**src/rtl/cpu_datapath_if.sv**
```systemverilog
// Control word, program-load port and observable outputs of the 8-bit bus datapath.
// The controller side is the master and the datapath is the slave.
interface cpu_datapath_if;
  localparam int unsigned DATA_W = 8;
  localparam int unsigned ADDR_W = 4;
  localparam int unsigned OPC_W  = 4;

  logic                count;
  logic                pc_output_enable;
  logic                load_mar;
  logic                output_enable_ram;
  logic                load_ir;
  logic                output_enable_ir;
  logic                load_a;
  logic                output_enable_a;
  logic                subtract_enable;
  logic                output_alu;
  logic                load_b;
  logic                write_enable_output;
  logic                load_immediate_a;
  logic                load_immediate_b;
  logic                store;
  logic                jump;

  logic                prog_we;
  logic [ADDR_W-1:0]   prog_addr;
  logic [DATA_W-1:0]   prog_data;

  logic [OPC_W-1:0]    instruction;
  logic [DATA_W-1:0]   bus;
  logic [DATA_W-1:0]   out_value;
  logic                out_valid;
  logic                carry_flag;
  logic                zero_flag;
  logic                bus_conflict;

  modport master (
    output count, pc_output_enable, load_mar, output_enable_ram, load_ir,
           output_enable_ir, load_a, output_enable_a, subtract_enable, output_alu,
           load_b, write_enable_output, load_immediate_a, load_immediate_b, store, jump,
           prog_we, prog_addr, prog_data,
    input  instruction, bus, out_value, out_valid, carry_flag, zero_flag, bus_conflict
  );

  modport slave (
    input  count, pc_output_enable, load_mar, output_enable_ram, load_ir,
           output_enable_ir, load_a, output_enable_a, subtract_enable, output_alu,
           load_b, write_enable_output, load_immediate_a, load_immediate_b, store, jump,
           prog_we, prog_addr, prog_data,
    output instruction, bus, out_value, out_valid, carry_flag, zero_flag, bus_conflict
  );
endinterface

```
**src/rtl/cpu_datapath.sv**
```systemverilog
// Shared-bus execution datapath: PC, MAR, 16x8 RAM, IR, A/B, ALU and output register.
// Executes one control word per cycle and returns the opcode to the controller.
module cpu_datapath (
  input  logic           base_clk,
  input  logic           reset_ring,
  cpu_datapath_if.slave  dp
);
  localparam int unsigned DATA_W = 8;
  localparam int unsigned ADDR_W = 4;
  localparam int unsigned DEPTH  = 16;
  localparam int unsigned IMM_W  = 4;
  localparam int unsigned OE_W   = 3;

  logic [ADDR_W-1:0] pc_q, pc_d, mar_q, mar_d;
  logic [DATA_W-1:0] ir_q, ir_d, a_q, a_d, b_q, b_d, out_q, out_d;
  logic              out_valid_q, out_valid_d;
  logic              carry_q, carry_d, zero_q, zero_d;
  logic              conflict_q, conflict_d;
  logic [DATA_W-1:0] ram_q [DEPTH];

  logic [DATA_W:0]   alu_sum_c;
  logic [DATA_W-1:0] imm_c, bus_c;
  logic [OE_W-1:0]   n_oe_c;

  // Subtraction is A + ~B + 1, so the carry out means "no borrow".
  always_comb begin
    alu_sum_c = {1'b0, a_q}
              + {1'b0, (dp.subtract_enable ? ~b_q : b_q)}
              + (DATA_W+1)'(dp.subtract_enable);
    imm_c     = {IMM_W'(0), ir_q[IMM_W-1:0]};
  end

  // Priority-muxed bus; forced to zero while reset holds off all control.
  always_comb begin
    bus_c = '0;
    if (!reset_ring) begin
      if (dp.output_enable_ram)     bus_c = ram_q[mar_q];
      else if (dp.output_alu)       bus_c = alu_sum_c[DATA_W-1:0];
      else if (dp.output_enable_a)  bus_c = a_q;
      else if (dp.output_enable_ir) bus_c = imm_c;
      else if (dp.pc_output_enable) bus_c = {IMM_W'(0), pc_q};
    end
  end

  assign n_oe_c = OE_W'(dp.output_enable_ram) + OE_W'(dp.output_alu)
                + OE_W'(dp.output_enable_a) + OE_W'(dp.output_enable_ir)
                + OE_W'(dp.pc_output_enable);

  always_comb begin
    pc_d        = pc_q;
    mar_d       = mar_q;
    ir_d        = ir_q;
    a_d         = a_q;
    b_d         = b_q;
    out_d       = out_q;
    out_valid_d = 1'b0;
    carry_d     = carry_q;
    zero_d      = zero_q;
    conflict_d  = conflict_q;
    if (!reset_ring) begin
      if (dp.jump)       pc_d = bus_c[ADDR_W-1:0];
      else if (dp.count) pc_d = pc_q + ADDR_W'(1);
      if (dp.load_mar)   mar_d = bus_c[ADDR_W-1:0];
      if (dp.load_ir)    ir_d  = bus_c;
      if (dp.load_immediate_a) a_d = imm_c;
      else if (dp.load_a)      a_d = bus_c;
      if (dp.load_immediate_b) b_d = imm_c;
      else if (dp.load_b)      b_d = bus_c;
      if (dp.write_enable_output) out_d = bus_c;
      out_valid_d = dp.write_enable_output;
      if (dp.output_alu && (dp.load_a || dp.load_b)) begin
        carry_d = alu_sum_c[DATA_W];
        zero_d  = (alu_sum_c[DATA_W-1:0] == '0);
      end
      conflict_d = conflict_q | (n_oe_c >= OE_W'(2));
    end
  end

  always_ff @(posedge base_clk) begin
    if (reset_ring) begin
      pc_q        <= '0;
      mar_q       <= '0;
      ir_q        <= '0;
      a_q         <= '0;
      b_q         <= '0;
      out_q       <= '0;
      out_valid_q <= 1'b0;
      carry_q     <= 1'b0;
      zero_q      <= 1'b0;
      conflict_q  <= 1'b0;
    end else begin
      pc_q        <= pc_d;
      mar_q       <= mar_d;
      ir_q        <= ir_d;
      a_q         <= a_d;
      b_q         <= b_d;
      out_q       <= out_d;
      out_valid_q <= out_valid_d;
      carry_q     <= carry_d;
      zero_q      <= zero_d;
      conflict_q  <= conflict_d;
    end
  end

  // RAM keeps its contents across reset; the load port is only live during reset.
  always_ff @(posedge base_clk) begin
    if (reset_ring) begin
      if (dp.prog_we) ram_q[dp.prog_addr] <= dp.prog_data;
    end else if (dp.store) begin
      ram_q[mar_q] <= a_q;
    end
  end

  assign dp.instruction  = ir_q[DATA_W-1:DATA_W-IMM_W];
  assign dp.bus          = bus_c;
  assign dp.out_value    = out_q;
  assign dp.out_valid    = out_valid_q;
  assign dp.carry_flag   = carry_q;
  assign dp.zero_flag    = zero_q;
  assign dp.bus_conflict = conflict_q;
endmodule

```
**src/flat_wrapper.sv**
```systemverilog
// flat-port wrapper written by rule: the top's interface ports become plain ports
module cpu_datapath_flat 
  (base_clk, reset_ring, dp_count, dp_pc_output_enable, dp_load_mar, dp_output_enable_ram, dp_load_ir, dp_output_enable_ir, dp_load_a, dp_output_enable_a, dp_subtract_enable, dp_output_alu, dp_load_b, dp_write_enable_output, dp_load_immediate_a, dp_load_immediate_b, dp_store, dp_jump, dp_prog_we, dp_prog_addr, dp_prog_data, dp_instruction, dp_bus, dp_out_value, dp_out_valid, dp_carry_flag, dp_zero_flag, dp_bus_conflict);
  cpu_datapath_if dp_i ();
  input  logic base_clk;
  input  logic reset_ring;
  input wire logic [$bits(dp_i.count)-1:0] dp_count;
  input wire logic [$bits(dp_i.pc_output_enable)-1:0] dp_pc_output_enable;
  input wire logic [$bits(dp_i.load_mar)-1:0] dp_load_mar;
  input wire logic [$bits(dp_i.output_enable_ram)-1:0] dp_output_enable_ram;
  input wire logic [$bits(dp_i.load_ir)-1:0] dp_load_ir;
  input wire logic [$bits(dp_i.output_enable_ir)-1:0] dp_output_enable_ir;
  input wire logic [$bits(dp_i.load_a)-1:0] dp_load_a;
  input wire logic [$bits(dp_i.output_enable_a)-1:0] dp_output_enable_a;
  input wire logic [$bits(dp_i.subtract_enable)-1:0] dp_subtract_enable;
  input wire logic [$bits(dp_i.output_alu)-1:0] dp_output_alu;
  input wire logic [$bits(dp_i.load_b)-1:0] dp_load_b;
  input wire logic [$bits(dp_i.write_enable_output)-1:0] dp_write_enable_output;
  input wire logic [$bits(dp_i.load_immediate_a)-1:0] dp_load_immediate_a;
  input wire logic [$bits(dp_i.load_immediate_b)-1:0] dp_load_immediate_b;
  input wire logic [$bits(dp_i.store)-1:0] dp_store;
  input wire logic [$bits(dp_i.jump)-1:0] dp_jump;
  input wire logic [$bits(dp_i.prog_we)-1:0] dp_prog_we;
  input wire logic [$bits(dp_i.prog_addr)-1:0] dp_prog_addr;
  input wire logic [$bits(dp_i.prog_data)-1:0] dp_prog_data;
  output wire logic [$bits(dp_i.instruction)-1:0] dp_instruction;
  output wire logic [$bits(dp_i.bus)-1:0] dp_bus;
  output wire logic [$bits(dp_i.out_value)-1:0] dp_out_value;
  output wire logic [$bits(dp_i.out_valid)-1:0] dp_out_valid;
  output wire logic [$bits(dp_i.carry_flag)-1:0] dp_carry_flag;
  output wire logic [$bits(dp_i.zero_flag)-1:0] dp_zero_flag;
  output wire logic [$bits(dp_i.bus_conflict)-1:0] dp_bus_conflict;
  assign dp_i.count = dp_count;
  assign dp_i.pc_output_enable = dp_pc_output_enable;
  assign dp_i.load_mar = dp_load_mar;
  assign dp_i.output_enable_ram = dp_output_enable_ram;
  assign dp_i.load_ir = dp_load_ir;
  assign dp_i.output_enable_ir = dp_output_enable_ir;
  assign dp_i.load_a = dp_load_a;
  assign dp_i.output_enable_a = dp_output_enable_a;
  assign dp_i.subtract_enable = dp_subtract_enable;
  assign dp_i.output_alu = dp_output_alu;
  assign dp_i.load_b = dp_load_b;
  assign dp_i.write_enable_output = dp_write_enable_output;
  assign dp_i.load_immediate_a = dp_load_immediate_a;
  assign dp_i.load_immediate_b = dp_load_immediate_b;
  assign dp_i.store = dp_store;
  assign dp_i.jump = dp_jump;
  assign dp_i.prog_we = dp_prog_we;
  assign dp_i.prog_addr = dp_prog_addr;
  assign dp_i.prog_data = dp_prog_data;
  assign dp_instruction = dp_i.instruction;
  assign dp_bus = dp_i.bus;
  assign dp_out_value = dp_i.out_value;
  assign dp_out_valid = dp_i.out_valid;
  assign dp_carry_flag = dp_i.carry_flag;
  assign dp_zero_flag = dp_i.zero_flag;
  assign dp_bus_conflict = dp_i.bus_conflict;
  cpu_datapath u_core (.base_clk(base_clk), .reset_ring(reset_ring), .dp(dp_i));
endmodule
```
**config.mk**
```make
export PLATFORM = sky130hd
export DESIGN_NAME = cpu_datapath_flat
export DESIGN_NICKNAME = d
export VERILOG_FILES = /design/src/rtl/cpu_datapath_if.sv /design/src/rtl/cpu_datapath.sv /design/src/flat_wrapper.sv
export SDC_FILE = /design/constraint.sdc
export NUM_CORES = 1
export LEC_CHECK = 0
export CORE_ASPECT_RATIO = 1.2
export CORE_UTILIZATION = 26
export DETAILED_ROUTE_END_ITERATION = 10
export DONT_BUFFER_PORTS = 1
export PLACE_DENSITY_LB_ADDON = 0.3
export SYNTH_ARGS = -nofsm -noshare
export SYNTH_HDL_FRONTEND = slang
export SYNTH_SLANG_ARGS = --single-unit
```
**constraint.sdc**
```tcl
create_clock -name base_clk -period 2.5 [get_ports base_clk]
set_input_delay 0.25 -clock base_clk [delete_from_list [all_inputs] [get_ports base_clk]]
set_output_delay 0.25 -clock base_clk [all_outputs]
set_load 0.1 [all_outputs]
```
### Yosys cells after proc, flatten, opt, wreduce, memory -nomap -nowiden

Memory sizes are Yosys's and may differ from the RTL's. A register that Yosys moved wholly into a read port is not among the register bits.
Index checks and enable logic that the tools add are counted.

* $add $sub $neg: 7
* multipliers: 0
* div/mod/pow operators: 0
* order comparisons: 1
* equal/unequal tests: 0
* shift operators: 0
* mux-type cells: 24
* bitwise logic cells: 2
* reductions and logical operators: 9

Operators by type and width (count)
* $mux W8: 7
* $mux W4: 10
* $add A3 B1 Y3: 3
* $add A8 B8 Y9: 1
* $add A9 B1 Y9: 1
* $logic_not A8 Y1: 1
* $not A8 Y8: 1
* $reduce_or A8 Y1: 1
* $mux W1: 7
* $reduce_bool A2 Y1: 3
* $add A4 B1 Y4 const B: 1
* $reduce_or A2 Y1: 2
* $ge A3 B2 Y1 const B: 1
* $add A1 B1 Y2: 1
* $logic_and A1 B1 Y1: 1
* $logic_or A1 B1 Y1: 1
* $or A1 B1 Y1: 1

* bits in registers: 44
* bits in latches: 0
* RAM bits: 128
* ROM bits: 0
* bits of input ports: 31
* word-level logic and storage cells: 56
* memories kept: 1

Memory list
* u_core.ram_q: words 16, bits a word 8, rd ports 1, clocked after Yosys merged registers in 1, write ports 1, RTL line cpu_datapath.sv:19 `logic [DATA_W-1:0] ram_q [DEPTH];`

### Longest topological paths before layout

* depth after elaboration: 9
* depth in mapped cells: 10

### Least setup slack after synthesis

OpenSTA, ideal clock, no wires.

* path type: input to output
* from: in dp_subtract_enable
* to: out dp_bus[7]
* data arrival time: 4.078 ns
* slack: -1.828 ns
* stages on the path: 8
* buffers on the path: 1
* cell sequence: buf_2 > xor2_1 > ha_1 > a21o_1 > or2_2 > o2111a_1 > a2111o_1 > nor3_1

* word-level cells in the longest chain between the ends: 6

Ends and longest elaborated chain
* start: declaration: RTL line flat_wrapper.sv:15 `input wire logic [$bits(dp_i.subtract_enable)-1:0] dp_subtract_enable;`
* $mux W8: RTL line cpu_datapath.sv:28 `+ {1'b0, (dp.subtract_enable ? ~b_q : b_q)}`
* $add A8 B8 Y9: RTL line cpu_datapath.sv:28
* $add A9 B1 Y9 *: RTL line cpu_datapath.sv:29 `+ (DATA_W+1)'(dp.subtract_enable);`
* $mux W8 *: RTL line cpu_datapath.sv:38 `else if (dp.output_alu) bus_c = alu_sum_c[DATA_W-1:0];`
* $mux W8 *: RTL line cpu_datapath.sv:37 `if (dp.output_enable_ram) bus_c = ram_q[mar_q];`
* $mux W8 *: RTL line cpu_datapath.sv:36 `if (!reset_ring) begin`
* end: declaration: RTL line flat_wrapper.sv:27 `output wire logic [$bits(dp_i.bus)-1:0] dp_bus;`

Every way passes the cells marked *; elsewhere a longest branch is shown, timed or not.

### Worst setup path after layout

* from: reg u_core.b_q[0]
* to: out dp_bus[4]

* word-level cells in the longest chain between the ends: 7

Ends and longest elaborated chain
* start: declaration: RTL line cpu_datapath.sv:15 `logic [DATA_W-1:0] ir_q, ir_d, a_q, a_d, b_q, b_d, out_q, out_d;`
* start signal: assignment: RTL line cpu_datapath.sv:85 `b_q <= '0;`
* start signal: assignment: RTL line cpu_datapath.sv:96 `b_q <= b_d;`
* $not A8 Y8: RTL line cpu_datapath.sv:28
* $mux W8 *: RTL line cpu_datapath.sv:28
* $add A8 B8 Y9 *: RTL line cpu_datapath.sv:28
* $add A9 B1 Y9 *: RTL line cpu_datapath.sv:29
* $mux W8 *: RTL line cpu_datapath.sv:38
* $mux W8 *: RTL line cpu_datapath.sv:37
* $mux W8 *: RTL line cpu_datapath.sv:36

Marks and branches as above.

==> results_dict.tcl <==
set metrics [dict create \
    netlist_top_cells_count "edfxtp_1 (128), nor2_1 (49), dfxtp_1 (48), nand2_1 (29), mux2i_1 (24)" \
    timing.fmax_ghz 0.335 \
    arrival_ns 2.73 \
    h-tree-depth 4 \
    p_int_mw 5.24 \
    vias 5107 \
    fin_ws_ns -0.482 \
    period_minus_slack_ns 2.98 \
    worstSkewPairLatency_ns 0.43 \
    yosysTopAreaCellShare 0.489 \
    crit_path_cell_trace "mux2i_1 > inv_1 > fa_2 > a21o_1 > a21oi_2 > xnor2_2 > a211oi_2 > a211o_1 > nor2_4 > buf_12" \
    synth.distinct_cells 62 \
    finalCritPeriodShare 1.19 \
    synthFlopType "edfxtp_1" \
    dpl.cell_count 1019 \
    grt_max_degree 30 \
    drc 0 \
    clock_skew_ns 0.0112 \
    p_leak_nw 3.58 \
    r2r-start "u_core.b_q[2]$_SDFFE_PP0P_" \
    total_power_mw 7.49 \
    switchingPower_mw 2.26 \
    cpLargestDelayFamily "compound AO/OA/AOI/OAI gates" \
    gp_congestion 0.889 \
    r2r_slack_ns -0.07 \
    drt_pass1_iterations 5 \
    dpl_cell_area_sq_um 8990 \
    holdWs_ns 0.0223 \
    finalHoldViolations 0 \
    antenna-diode-count 0 \
    combPwrFrac 0.208 \
    ios 55 \
    crit_buf_inv 2 \
    drt_iter0_drc 360 \
    yosysTopAreaCell "edfxtp_1" \
    synth_seq_cells 176 \
    cap_violations 0 \
    place_ws_ns -0.150 \
    nFillCells 2943 \
    switching_share 0.301 \
    synth_edf_count 128 \
    postSynthAreaPerCell_sq_um 13.7 \
    slowest_delay_ns 0.36 \
    yosysSeqAreaShare 0.612 \
    fin_area_sq_um 10000 \
    r2r_cells 13 \
    synth_nets 619 \
    nets 719 \
    dieArea_sq_um 30900 \
    clock_path_buffers 2 \
    final_cells 1077 \
    slew_viol_final 0 \
    netlist_instances 574 \
    io_buffers 0 \
    rsz0062_at_grt "true" \
    hp-class "in -> reg" \
    start_util 0.264 \
    grt_pass1_vias 5251 \
    detail-route-antenna-nets 0 \
    cp-startpoint "u_core.b_q[0]$_SDFFE_PP0P_" \
    worst_path_max_delay_cell "fa_2" \
    endpoint_kind "output pin" \
    cts_tree "done" \
    antenna_found_initial 0 \
    outcome "complete, but fails checks" \
    violations "negative setup slack" \
    coreArea_sq_um 29700 \
    critical_path_class "reg -> out" \
    clkPwrFrac 0.344 \
    worst_slew_pin_slew_ns 0.989 \
    worstReg2RegEnd "u_core.a_q[3]$_SDFFE_PP0P_" \
    cp_max_fo 2 \
    power_density_nw_per_um2 747 \
    wire_per_inst_microns 19.9 \
    clkSlewWorstSetupHoldPaths_ns 0.07 \
    rows 69 \
    fp.dieW_microns 161 \
    numCtsBuffers 17 \
    dp_hpwl_mm 15.4 \
    ys_warn_count 0 \
    routed_wl_mm 21.4 \
    finalSetupViolations 13 \
    fin_setup_tns_ns -2.52 \
    grt_usage 0.143 \
    grt_pass1_wl_mm 32.3 \
    viasPerCell 4.74 \
    crit_end "dp_bus[4]" \
    synth.most_common_cell "edfxtp_1" \
    cts_root_buf "clkbuf_16" \
    syn_area_sq_um 7850 \
    synth_area_leaders "edfxtp_1 (49%), dfxtp_1 (12%), mux4_1 (4.3%), mux2i_1 (3.1%), mux2_2 (2.4%)" \
    peakVddDrop_mv 0.441 \
    area.growth.synth_to_final_pct 27.8 \
    crit_cells 10 \
    maxSlewHeadroom 0.340 \
    p_seq_frac 0.448 \
    final_util 0.338 \
    async_flop_share 0 \
    cp-start-kind "flip-flop" \
    drive_gt1_frac 0.306 \
    die_h_microns 192 \
    clock-sinks 176 \
    grt-ovfl-total 0 \
    cp.required_ns 2.25 \
]
==> routing by layer <==
metal	track usage	part of all wire	vias to the layer above
li1	-	-	2399
met3	0.0286	0.034	28
met4	0.0560	0.024	0
met5	0	0	-
met1	0.165	0.42	2573
met2	0.260	0.53	107
==> worst min path at each step <==
stage / slack [ns] / endpoint / start / cells past startpoint
after floorplan: 0.37 / u_core.a_q[2]$_SDFFE_PP0P_ / dp_load_immediate_a / 1
after global placement: 0.33 / u_core.b_q[3]$_SDFFE_PP0P_ / reset_ring / 1
after detailed placement: 0.33 / u_core.b_q[3]$_SDFFE_PP0P_ / reset_ring / 1
after CTS: 0.003 / u_core.ir_q[7]$_SDFFE_PP0P_ / dp_load_ir / 3
after global routing: 0.01 / flip-flop / dp_load_mar / 2
final: 0.02 / u_core.mar_q[3]$_SDFFE_PP0P_ / dp_load_mar / 2
==> worst register-to-register path: stages, from the launching register on <==
cell and delay [ns]:
dfxtp_2 0.33, xor2_1 0.14, ha_2 0.42, nand2_1 0.08
o21ai_2 0.17, buf_6 0.15, buf_12 0.10, xor2_4 0.18
a221oi_2 0.08, buf_4 0.17, buf_4 0.14, buf_4 0.14
a211o_1 0.30, a21oi_2 0.12
==> state kept, by name, indices dropped and copies added (netlist names), 4 cells and up, named ones only <==
signal               count
u_core.b_q               8
u_core.a_q               8
u_core.ir_q              8
u_core.ram_q           128
u_core.dp.out_value      8
u_core.pc_q              4
u_core.mar_q             4
==> logic make-up after synthesis <==
| family | share of synthesized area |
|---|---|
| buffers and inverters | 0.0331 |
| adder cells (fa/ha/maj) | 0.0252 |
| AO/OA/AOI/OAI | 0.104 |
| flip-flops | 0.612 |
| XOR/XNOR | 0.0190 |
| AND/OR/NAND/NOR | 0.0851 |
| multiplexers | 0.121 |
==> cell usage in the layout (no fill, tap or decap), types with 14 or more instances in the layout <==
cell,netlist,final
o21ai_0,19,14
nand2_1,29,29
mux2_2,17,15
clkbuf_16,0,17
edfxtp_1,128,128
a21oi_1,20,16
inv_1,17,17
a211oi_1,19,17
nand2b_1,14,14
mux2i_1,24,23
nor2_1,49,43
dfxtp_1,48,42
buf_4,5,84
==> what timing repair did <==
action / CTS / global route
setup endpoints to repair: 13 / 31
pin swaps: 23 / 8
hold buffers: 9 / 0
buffers inserted: 16 / 2
gates cloned: 1 / 0
gates resized for setup: 42 / 12
hold endpoints to repair: 37 / 0
==> area by class of cell <==
type                    instances  area [sq um]  area share
multi-input cells             349          3020       0.301
inverters                      18          67.6     0.00673
well taps                     390           488      0.0486
repair buffers                112          1070       0.106
clock buffers                  17           425      0.0424
flip-flops and latches        176          4820       0.480
clock inverters                15           149      0.0148
==> power groups by stage <==
| stage | combinational [mW] | sequential [mW] | clock, mW |
|---|---|---|---|
| 2_1_floorplan | 0.822 | 3.49 | 0 |
| 3_3_place_gp | 1.35 | 3.41 | 0 |
| 3_5_place_dp | 1.35 | 3.42 | 0 |
| 4_1_cts | 1.54 | 3.36 | 2.64 |
| 5_1_grt | 1.65 | 3.37 | 2.75 |
| 6_report | 1.56 | 3.36 | 2.58 |
(Power assumes the default switching activity.)
